==> src/rtl/pipeline_3_memwb_pkg.sv <==
// Shared definitions for the memory/write-back stage: control-word bit
// positions, ALU operation encodings and the memory-access state type.
package pipeline_3_memwb_pkg;

    localparam int CB_VALID  = 21;
    localparam int CB_DEST   = 11;  // LSB of the 3-bit destination index
    localparam int CB_ALUOP  = 5;   // LSB of the 2-bit ALU operation
    localparam int CB_WFLAGS = 3;
    localparam int CB_MEMW   = 2;
    localparam int CB_MEMR   = 1;
    localparam int CB_REGW   = 0;

    localparam logic [1:0] ALU_ADD = 2'b00;
    localparam logic [1:0] ALU_SUB = 2'b01;
    localparam logic [1:0] ALU_OP2 = 2'b10;
    localparam logic [1:0] ALU_OP3 = 2'b11;

    typedef enum logic {
        IDLE = 1'b0,
        WAIT = 1'b1
    } state_t;

endpackage

==> src/rtl/pipeline_3_memwb_if.sv <==
// Data-memory request/ready handshake between the write-back stage and memory.
interface pipeline_3_memwb_if #(
    parameter int DW = 16
);
    logic          mem_req;
    logic          mem_we;
    logic [DW-1:0] mem_addr;
    logic [DW-1:0] mem_wdata;
    logic          mem_ready;
    logic [DW-1:0] mem_rdata;

    modport master (
        output mem_req, mem_we, mem_addr, mem_wdata,
        input  mem_ready, mem_rdata
    );

    modport slave (
        input  mem_req, mem_we, mem_addr, mem_wdata,
        output mem_ready, mem_rdata
    );
endinterface

==> src/rtl/dff_en.sv <==
// Resettable register with load enable; asynchronous active-high reset to zero.
module dff_en #(
    parameter int W = 1
) (
    input  logic         clk,
    input  logic         rst,
    input  logic         en,
    input  logic [W-1:0] d,
    output logic [W-1:0] q
);
    always_ff @(posedge clk or posedge rst) begin
        if (rst) begin
            q <= '0;
        end else if (en) begin
            q <= d;
        end
    end
endmodule

==> src/rtl/pipeline_3_memwb_flag_unit.sv <==
// Combinational N/Z/V status from the ALU result and the operand sign bits.
module flag_unit
    import pipeline_3_memwb_pkg::*;
#(
    parameter int DW = 16
) (
    input  logic [DW-1:0] result,
    input  logic          sign_a,
    input  logic          sign_b,
    input  logic [1:0]    alu_op,
    output logic          n,
    output logic          z,
    output logic          v
);
    always_comb begin
        n = result[DW-1];
        z = (result == '0);
        v = 1'b0;
        case (alu_op)
            ALU_ADD: v = (sign_a == sign_b) && (result[DW-1] != sign_a);
            ALU_SUB: v = (sign_a != sign_b) && (result[DW-1] != sign_a);
            default: v = 1'b0;
        endcase
    end
endmodule

==> src/rtl/pipeline_3_memwb.sv <==
// Final pipeline stage: registers execute results, performs the data-memory
// access, writes the register file, holds N/Z/V and counts retirements.
module pipeline_3_memwb
    import pipeline_3_memwb_pkg::*;
#(
    parameter int DW = 16,
    parameter int CW = 22,
    parameter int TW = 6,
    parameter int RW = 3
) (
    input  logic          clk,
    input  logic          rst,
    input  logic [CW-1:0] control_in,
    input  logic [DW-1:0] result_in,
    input  logic [DW-1:0] data_Rd_in,
    input  logic          highbit_Rn_in,
    input  logic          highbit_Rm_in,
    input  logic [TW-1:0] inst_type_in,
    output logic          stall,
    pipeline_3_memwb_if.master mem,
    output logic          rf_we,
    output logic [RW-1:0] rf_waddr,
    output logic [DW-1:0] rf_wdata,
    output logic          flag_N,
    output logic          flag_Z,
    output logic          flag_V,
    output logic          retire_valid,
    output logic [TW-1:0] retire_type,
    output logic [15:0]   retire_count
);
    localparam int SW = CW + 2*DW + 2 + TW;

    logic [SW-1:0] stage_d, stage_q;
    logic [CW-1:0] ctrl;
    logic [DW-1:0] result, data_rd;
    logic          sign_a, sign_b;
    logic [TW-1:0] inst_type;

    assign stage_d = {control_in, result_in, data_Rd_in, highbit_Rn_in, highbit_Rm_in, inst_type_in};
    assign {ctrl, result, data_rd, sign_a, sign_b, inst_type} = stage_q;

    dff_en #(.W(SW)) u_stage (
        .clk (clk),
        .rst (rst),
        .en  (~stall),
        .d   (stage_d),
        .q   (stage_q)
    );

    logic          live, mem_r, mem_w, reg_w, wflags, is_mem, retire;
    logic [1:0]    alu_op;
    logic [RW-1:0] dest;
    logic          unused_ctrl;

    assign live   = ctrl[CB_VALID];
    assign mem_r  = ctrl[CB_MEMR];
    assign mem_w  = ctrl[CB_MEMW];
    assign reg_w  = ctrl[CB_REGW];
    assign wflags = ctrl[CB_WFLAGS];
    assign alu_op = ctrl[CB_ALUOP +: 2];
    assign dest   = ctrl[CB_DEST +: RW];
    assign is_mem = mem_r | mem_w;
    assign unused_ctrl = ^{ctrl[CB_VALID-1:CB_DEST+RW], ctrl[CB_DEST-1:CB_ALUOP+2],
                           ctrl[CB_ALUOP-1:CB_WFLAGS+1]};

    // The stage register holds while stalled, so the request stays stable.
    always_comb begin
        mem.mem_req   = live & is_mem;
        mem.mem_we    = live & mem_w;
        mem.mem_addr  = (live & is_mem) ? result : '0;
        mem.mem_wdata = (live & is_mem) ? data_rd : '0;
        stall         = live & is_mem & ~mem.mem_ready;
        retire        = live & (~is_mem | mem.mem_ready);
        rf_we         = retire & reg_w & ~mem_w;
        rf_waddr      = rf_we ? dest : '0;
        rf_wdata      = '0;
        if (rf_we) begin
            rf_wdata = mem_r ? mem.mem_rdata : result;
        end
        retire_valid  = retire;
        retire_type   = retire ? inst_type : '0;
    end

    logic fu_n, fu_z, fu_v;

    flag_unit #(.DW(DW)) u_flag_unit (
        .result (result),
        .sign_a (sign_a),
        .sign_b (sign_b),
        .alu_op (alu_op),
        .n      (fu_n),
        .z      (fu_z),
        .v      (fu_v)
    );

    state_t state;

    always_ff @(posedge clk or posedge rst) begin
        if (rst) begin
            state <= IDLE;
        end else begin
            case (state)
                IDLE:    if (stall) state <= WAIT;
                WAIT:    if (mem.mem_ready) state <= IDLE;
                default: state <= IDLE;
            endcase
        end
    end

    always_ff @(posedge clk or posedge rst) begin
        if (rst) begin
            flag_N       <= 1'b0;
            flag_Z       <= 1'b0;
            flag_V       <= 1'b0;
            retire_count <= '0;
        end else if (retire) begin
            retire_count <= retire_count + 16'd1;
            if (wflags) begin
                flag_N <= fu_n;
                flag_Z <= fu_z;
                flag_V <= fu_v;
            end
        end
    end
endmodule
==> src/flat_wrapper.sv <==
// flat-port wrapper written by rule: the top's interface ports become plain ports
module pipeline_3_memwb_flat import pipeline_3_memwb_pkg::*;
#(
    parameter int DW = 16,
    parameter int CW = 22,
    parameter int TW = 6,
    parameter int RW = 3
)
  (clk, rst, control_in, result_in, data_Rd_in, highbit_Rn_in, highbit_Rm_in, inst_type_in, stall, rf_we, rf_waddr, rf_wdata, flag_N, flag_Z, flag_V, retire_valid, retire_type, retire_count, mem_mem_req, mem_mem_we, mem_mem_addr, mem_mem_wdata, mem_mem_ready, mem_mem_rdata);
  pipeline_3_memwb_if #(.DW(DW)) mem_i ();
  input  logic clk;
  input  logic rst;
  input  logic [CW-1:0] control_in;
  input  logic [DW-1:0] result_in;
  input  logic [DW-1:0] data_Rd_in;
  input  logic highbit_Rn_in;
  input  logic highbit_Rm_in;
  input  logic [TW-1:0] inst_type_in;
  output logic stall;
  output logic rf_we;
  output logic [RW-1:0] rf_waddr;
  output logic [DW-1:0] rf_wdata;
  output logic flag_N;
  output logic flag_Z;
  output logic flag_V;
  output logic retire_valid;
  output logic [TW-1:0] retire_type;
  output logic [15:0] retire_count;
  output wire logic [$bits(mem_i.mem_req)-1:0] mem_mem_req;
  output wire logic [$bits(mem_i.mem_we)-1:0] mem_mem_we;
  output wire logic [$bits(mem_i.mem_addr)-1:0] mem_mem_addr;
  output wire logic [$bits(mem_i.mem_wdata)-1:0] mem_mem_wdata;
  input wire logic [$bits(mem_i.mem_ready)-1:0] mem_mem_ready;
  input wire logic [$bits(mem_i.mem_rdata)-1:0] mem_mem_rdata;
  assign mem_mem_req = mem_i.mem_req;
  assign mem_mem_we = mem_i.mem_we;
  assign mem_mem_addr = mem_i.mem_addr;
  assign mem_mem_wdata = mem_i.mem_wdata;
  assign mem_i.mem_ready = mem_mem_ready;
  assign mem_i.mem_rdata = mem_mem_rdata;
  pipeline_3_memwb #(.DW(DW), .CW(CW), .TW(TW), .RW(RW)) u_core (.clk(clk), .rst(rst), .control_in(control_in), .result_in(result_in), .data_Rd_in(data_Rd_in), .highbit_Rn_in(highbit_Rn_in), .highbit_Rm_in(highbit_Rm_in), .inst_type_in(inst_type_in), .stall(stall), .mem(mem_i), .rf_we(rf_we), .rf_waddr(rf_waddr), .rf_wdata(rf_wdata), .flag_N(flag_N), .flag_Z(flag_Z), .flag_V(flag_V), .retire_valid(retire_valid), .retire_type(retire_type), .retire_count(retire_count));
endmodule
==> config.mk <==
export PLATFORM = sky130hd
export DESIGN_NAME = pipeline_3_memwb_flat
export DESIGN_NICKNAME = d
export VERILOG_FILES = /design/src/rtl/pipeline_3_memwb_pkg.sv /design/src/rtl/pipeline_3_memwb_if.sv /design/src/rtl/dff_en.sv /design/src/rtl/pipeline_3_memwb_flag_unit.sv /design/src/rtl/pipeline_3_memwb.sv /design/src/flat_wrapper.sv
export SDC_FILE = /design/constraint.sdc
export NUM_CORES = 1
export LEC_CHECK = 0
export CORE_AREA = 4 4 100 102
export CTS_BUF_LIST = sky130_fd_sc_hd__clkbuf_8
export CTS_CLUSTER_DIAMETER = 60
export DETAILED_ROUTE_END_ITERATION = 12
export DIE_AREA = 0 0 104 106
export HOLD_SLACK_MARGIN = 0.1
export PLACE_DENSITY = 0.77
export SYNTH_ARGS = -nofsm -noshare
export SYNTH_HDL_FRONTEND = slang
export SYNTH_SLANG_ARGS = --single-unit
==> constraint.sdc <==
create_clock -name clk -period 2.1 [get_ports clk]
set_input_delay 0.42 -clock clk [delete_from_list [all_inputs] [get_ports clk]]
set_output_delay 0.42 -clock clk [all_outputs]
set_load 0.01 [all_outputs]
# Word level (Yosys, flattened, before mapping)

Index checks and enable logic that the tools add are counted.

Add/subtract/negate cells: 1
Equal/unequal tests: 4
Mux-type cells: 7
Bitwise operators: 11
Reductions and logical operators: 5

Operators by type and width:

| cell                  | count |
|---|---|
| $mux 16               | 4 |
| $add 16x1->16 const B | 1 |
| $logic_not 16->1      | 1 |
| $and 1x1->1           | 6 |
| $mux 6                | 1 |
| $mux 3                | 1 |
| $not 1->1             | 3 |
| $eq 2x1->1 const B    | 1 |
| $logic_and 1x1->1     | 2 |
| $logic_not 2->1       | 1 |
| $ne 1x1->1            | 2 |
| $or 1x1->1            | 2 |
| $pmux 1 s2            | 1 |
| $reduce_and 2->1      | 1 |
| $eq 1x1->1            | 1 |

Register bits: 81
Input bits: 81

# Logic depth before layout (Yosys ltp)

Depth in word-level cells: 7
Gate-level depth with buffers: 6
Gate-level depth less buffers: 5

# Cells and area by module

Synthesis repeated with hierarchy kept, for this count alone.

Cells, all modules: 307
Area, all modules: 4154.0 sq um

Modules (own cells, without submodules):

| module           | instances | cells an instance | area each (sq um) | seq. area each (sq um) |
|---|---|---|---|---|
| dff_en           | 1         | 132               | 2610.0            | 1551.5 |
| pipeline_3_memwb | 1         | 165               | 1467.7            | 475.5 |
| flag_unit        | 1         | 10                | 76.3              | 0.0 |

# Least setup slack after synthesis

Ideal clock, no wire load.

Path kind: register to output
Start point: register u_core.u_stage.q[41]
End point: output port rf_wdata[10]
Arrival: 1289 ps
Data required time: 1680 ps
Setup slack: 391 ps
Cell stages (with the launch flop): 6
Path buffers: 2
Cells stage by stage: dfrtp_1 -> buf_4 -> nand2b_1 -> nand4b_1 -> buf_2 -> nor2_1

Word-level cells in the longest chain between the ends: 7
Elaborated cells between the ends (all ways): 8

RTL lines:

| item                      | line                   | text |
|---|---|---|
| from (decl)               | dff_en.sv:9            | `output logic [W-1:0] q` |
| from (signal assigned)    | dff_en.sv:13           | `q <= '0;` |
| from (signal assigned)    | dff_en.sv:15           | `q <= d;` |
| $or 1x1->1                | pipeline_3_memwb.sv:62 | `assign is_mem = mem_r \| mem_w;` |
| $not 1->1                 | pipeline_3_memwb.sv:73 | `retire = live & (~is_mem \| mem.mem_ready);` |
| $or 1x1->1                | pipeline_3_memwb.sv:73 |  |
| $and 1x1->1               | pipeline_3_memwb.sv:73 |  |
| $and 1x1->1 (2 in series) | pipeline_3_memwb.sv:74 | `rf_we = retire & reg_w & ~mem_w;` |
| $mux 16 (*)               | pipeline_3_memwb.sv:77 | `if (rf_we) begin` |
| to (decl)                 | flat_wrapper.sv:22     | `output logic [DW-1:0] rf_wdata;` |

Mark *: on every way between the ends. The rest lies on a longest branch, timed or not.

# Worst setup path after layout

Start point: register u_core.u_stage.q[42]
End point: output port retire_type[3]

Word-level cells in the longest chain between the ends: 5

RTL lines:

| item        | line                   | text |
|---|---|---|
| $or 1x1->1  | pipeline_3_memwb.sv:62 |  |
| $not 1->1   | pipeline_3_memwb.sv:73 |  |
| $or 1x1->1  | pipeline_3_memwb.sv:73 |  |
| $and 1x1->1 | pipeline_3_memwb.sv:73 |  |
| $mux 6      | pipeline_3_memwb.sv:81 | `retire_type = retire ? inst_type : '0;` |
| to (decl)   | flat_wrapper.sv:27     | `output logic [TW-1:0] retire_type;` |

Every way passes these cells.

==> metrics.md <==
| Metric | Value |
|---|---|
| Die area | 11000 um2 |
| Critical Path Start | u_core.u_stage.q[42]$_DFFE_PP0N_ |
| Initial antenna violation count | 0 |
| Setup Crit Path Kind | reg -> out |
| GRT Total Usage | 16.5% |
| Buf/Inv on CP | 4 |
| CP endpoint kind | output port |
| Synth Cell Area | 3370 um2 |
| CP max stage cell | dfrtp_1 |
| Synth cell types | 36 |
| Sequential share of the synthesized area | 51.2% |
| Final Net Count | 527 |
| Max-capacitance violation count | 0 |
| Final Core Density | 56.6% |
| DRT antenna net count | 0 |
| Starting density of the core | 37.0% |
| Area of the core | 9110 um2 |
| Post-layout min period | 2.09 ns |
| Routed WL per cell | 16.3 um |
| Syn Area/Cell | 12.4 um2 |
| Initial drt markers | 88 |
| RSZ-0062 raised after global routing | yes |
| Port buffer count | 149 |
| Post-DP HPWL | 6570 um |
| Crit path required time | 1.68 ns |
| Crit path top cell by count | buf_6 |
| Crit share post-route | 99.7% |
| Worst Skew | 0.0119 ns |
| Status | complete, no violations |
| FF+latch count, synth | 69 |
| Hold_sp | u_core.u_stage.q[46]$_DFFE_PP0N_ |
| Global route overflow | 0 |
| Worst rel slew slack | 70.9% |
| Layout cells sized above 1 | 36.7% |
| Worst-Margin Slew | 0.432 ns |
| Met1 Track Usage GR | 20.2% |
| Root Buffer | clkbuf_8 |
| Clock transition at path regs | 0.08 ns |
| Post-DR vias/cell | 4.84 |
| Post-synth net total | 355 |
| Fmax | 478 MHz |
| Tot Pwr | 0.00400 W |
| R2r startpoint | u_core.u_stage.q[42]$_DFFE_PP0N_ |
| Number of synthesized flops with an enable pin | 0 |
| CTS sink cnt | 69 |
| # H-tree levels | 3 |
| IO Count | 162 |
| Commonest non-fill, non-tap cell in the layout | clkdlybuf4s50_1 |
| Area added between synthesis and finish | 52.8% |
| Slowest stage delay, CP | 0.41 ns |
| HP Class | reg -> reg |
| Ant diodes | 0 |
| TritonCTS clock tree | done |
| Drt pass-1 iters | 4 |
| Lkg Pwr | 2.37 nW |
| CTS max path bufs | 2 |
| Commonest cells after routing, fill and taps aside | 87 x clkdlybuf4s50_1, 67 x dfrtp_1, 43 x buf_2, 41 x mux2_2, 38 x and2_1 |
| Crit path max fanout | 6 |
| DR vias | 2713 |
| Asr flop ratio synth | 100% |
| Pwr/cell area | 775 nW/um2 |
| Placer Congestion | 0.744 |
| Die width | 104 um |
| Endpoints failing setup | 0 |
| DRC | 0 |
| Die height | 106 um |
| Busiest grt layer | met2 |
| Hold Vio Cnt, Final | 0 |
| Num rows | 35 |
| Largest net degree at the start of global routing | 70 |
| First-pass GRT wire length | 14800 um |
| Top FF cell, synth | dfrtp_1 |
| # hold bufs at CTS | 0 |
| Yosys Warn Count | 0 |
| CP Data Arrival Time | 1.67 ns |
| Total wire length | 9150 um |
| Synthesized instance count | 273 |
| Worst VDD drop | 0.402 mV |
| Vias in the first global route | 2909 |
| M2 GR Usage | 28.3% |
| CP delay by family, top | buffers and inverters |
| Met3 GRT Util | 5.71% |
| Slew Limit Fails | 0 |
| Worst-path cell chain | buf_6 -> o21ba_4 -> nor2b_1 -> buf_4 -> buf_6 -> and2_1 -> buf_2 |
| Skew-Pair Late Insertion Delay | 0.34 ns |
| Crit start category | register |
| Total CTS buffers | 9 |
-- cells in the mapped netlist (2+ instances only) --
cell | number | area share, %
dfrtp_1 | 69 | 51
nand4_1 | 6 | 1.1
and2_1 | 42 | 7.8
nand2_1 | 12 | 1.3
nand3_1 | 2 | 0.30
mux2_2 | 41 | 14
nor2b_1 | 2 | 0.37
nor2_1 | 18 | 2.0
buf_4 | 4 | 0.89
buf_6 | 3 | 1.0
clkbuf_1 | 2 | 0.22
mux2i_1 | 16 | 4.7
and3_1 | 5 | 0.93
buf_2 | 4 | 0.59
nor4_1 | 4 | 0.74
inv_1 | 2 | 0.22
xor2_1 | 9 | 2.3
mux2_4 | 8 | 3.6
xnor2_1 | 7 | 1.8
-- what timing repair did --
item	in CTS	in global routing
pin swaps	1	2
buffers inserted	6	5
setup endpoints to repair	61	41
gates cloned	0	1
resized for setup	173	72
-- per-layer routing --
layer  up-vias  share of wire (%)
li1       1270                  -
met1      1347                 42
met2        90                 52
met3         6                5.9
met4         0               0.39
met5         -                  0
-- power by group --
group	total, W	internal, W	leakage (nW)	switching (W)
registers	0.00171	0.00152	0.818	0.000189
logic	0.00120	0.000704	1.46	0.000494
clock network	0.00108	0.000552	0.0918	0.000533
-- layout make-up --
| class | instances | area (um2) |
|---|---|---|
| sequential | 69 | 1730 |
| clock inverter | 7 | 75.1 |
| timing repair buffer | 174 | 1500 |
| multi-input combinational | 189 | 1580 |
| tap | 111 | 139 |
| fill | 801 | 3950 |
| clock buffer | 9 | 124 |
| inverter | 2 | 11.3 |
-- state kept, by name, summed over array words and instances (netlist names) --
signal,cells
u_core.flag_N,1
u_core.flag_V,1
u_core.flag_Z,1
u_core.retire_count,16
u_core.u_stage.q,50
-- metrics by stage --
| step | worst slack, ns | std cells | instance area (um2) | hold WS (ns) | setup TNS (ns) |
|---|---|---|---|---|---|
| finish | 0.00702 | 561 | 5150 | 0.459 | 0 |
| global route | -0.107 | 561 | 5150 | 0.493 | -2.17 |
| CTS | -0.186 | 555 | 5110 | 0.466 | -0.626 |
| detailed placement | -0.509 | 533 | 5030 | 0.455 | -12.25 |
| global placement | -0.416 | 533 | 5030 | 0.449 | -10.45 |
| floorplan | 0.391 | 273 | 3380 | 0.431 | 0 |
-- logic make-up (layout without fill, tap and decap cells) --
logic type | Yosys count | after routing | synth area share (%)
xor+xnor | 16 | 16 | 4.15
flops | 69 | 69 | 51.2
mux | 65 | 65 | 22.0
fa+ha+maj | 1 | 1 | 0.371
buf+inv | 15 | 192 | 2.93
simple gates | 101 | 101 | 17.7
compound gates | 6 | 6 | 1.67
-- path summary, 6_finish.rpt --
| kind | slack (ns) | endpoint | cells past startpoint |
|---|---|---|---|
| max in group asynchronous | 1.25 | u_core.u_stage.q[46]$_DFFE_PP0N_ | 3 |
| min in group asynchronous | 0.52 | u_core.retire_count[13]$_DFFE_PP0N_ | 3 |
| worst max-delay path | 0.007 | retire_type[3] | 7 |
| worst min-delay path | 0.46 | u_core.flag_V$_DFFE_PP0P_ | 1 |
| worst min register to register | 0.46 | u_core.flag_V$_DFFE_PP0P_ | 1 |
| worst max register to register | 0.44 | u_core.flag_V$_DFFE_PP0P_ | 6 |
(Power assumes the default switching activity.)
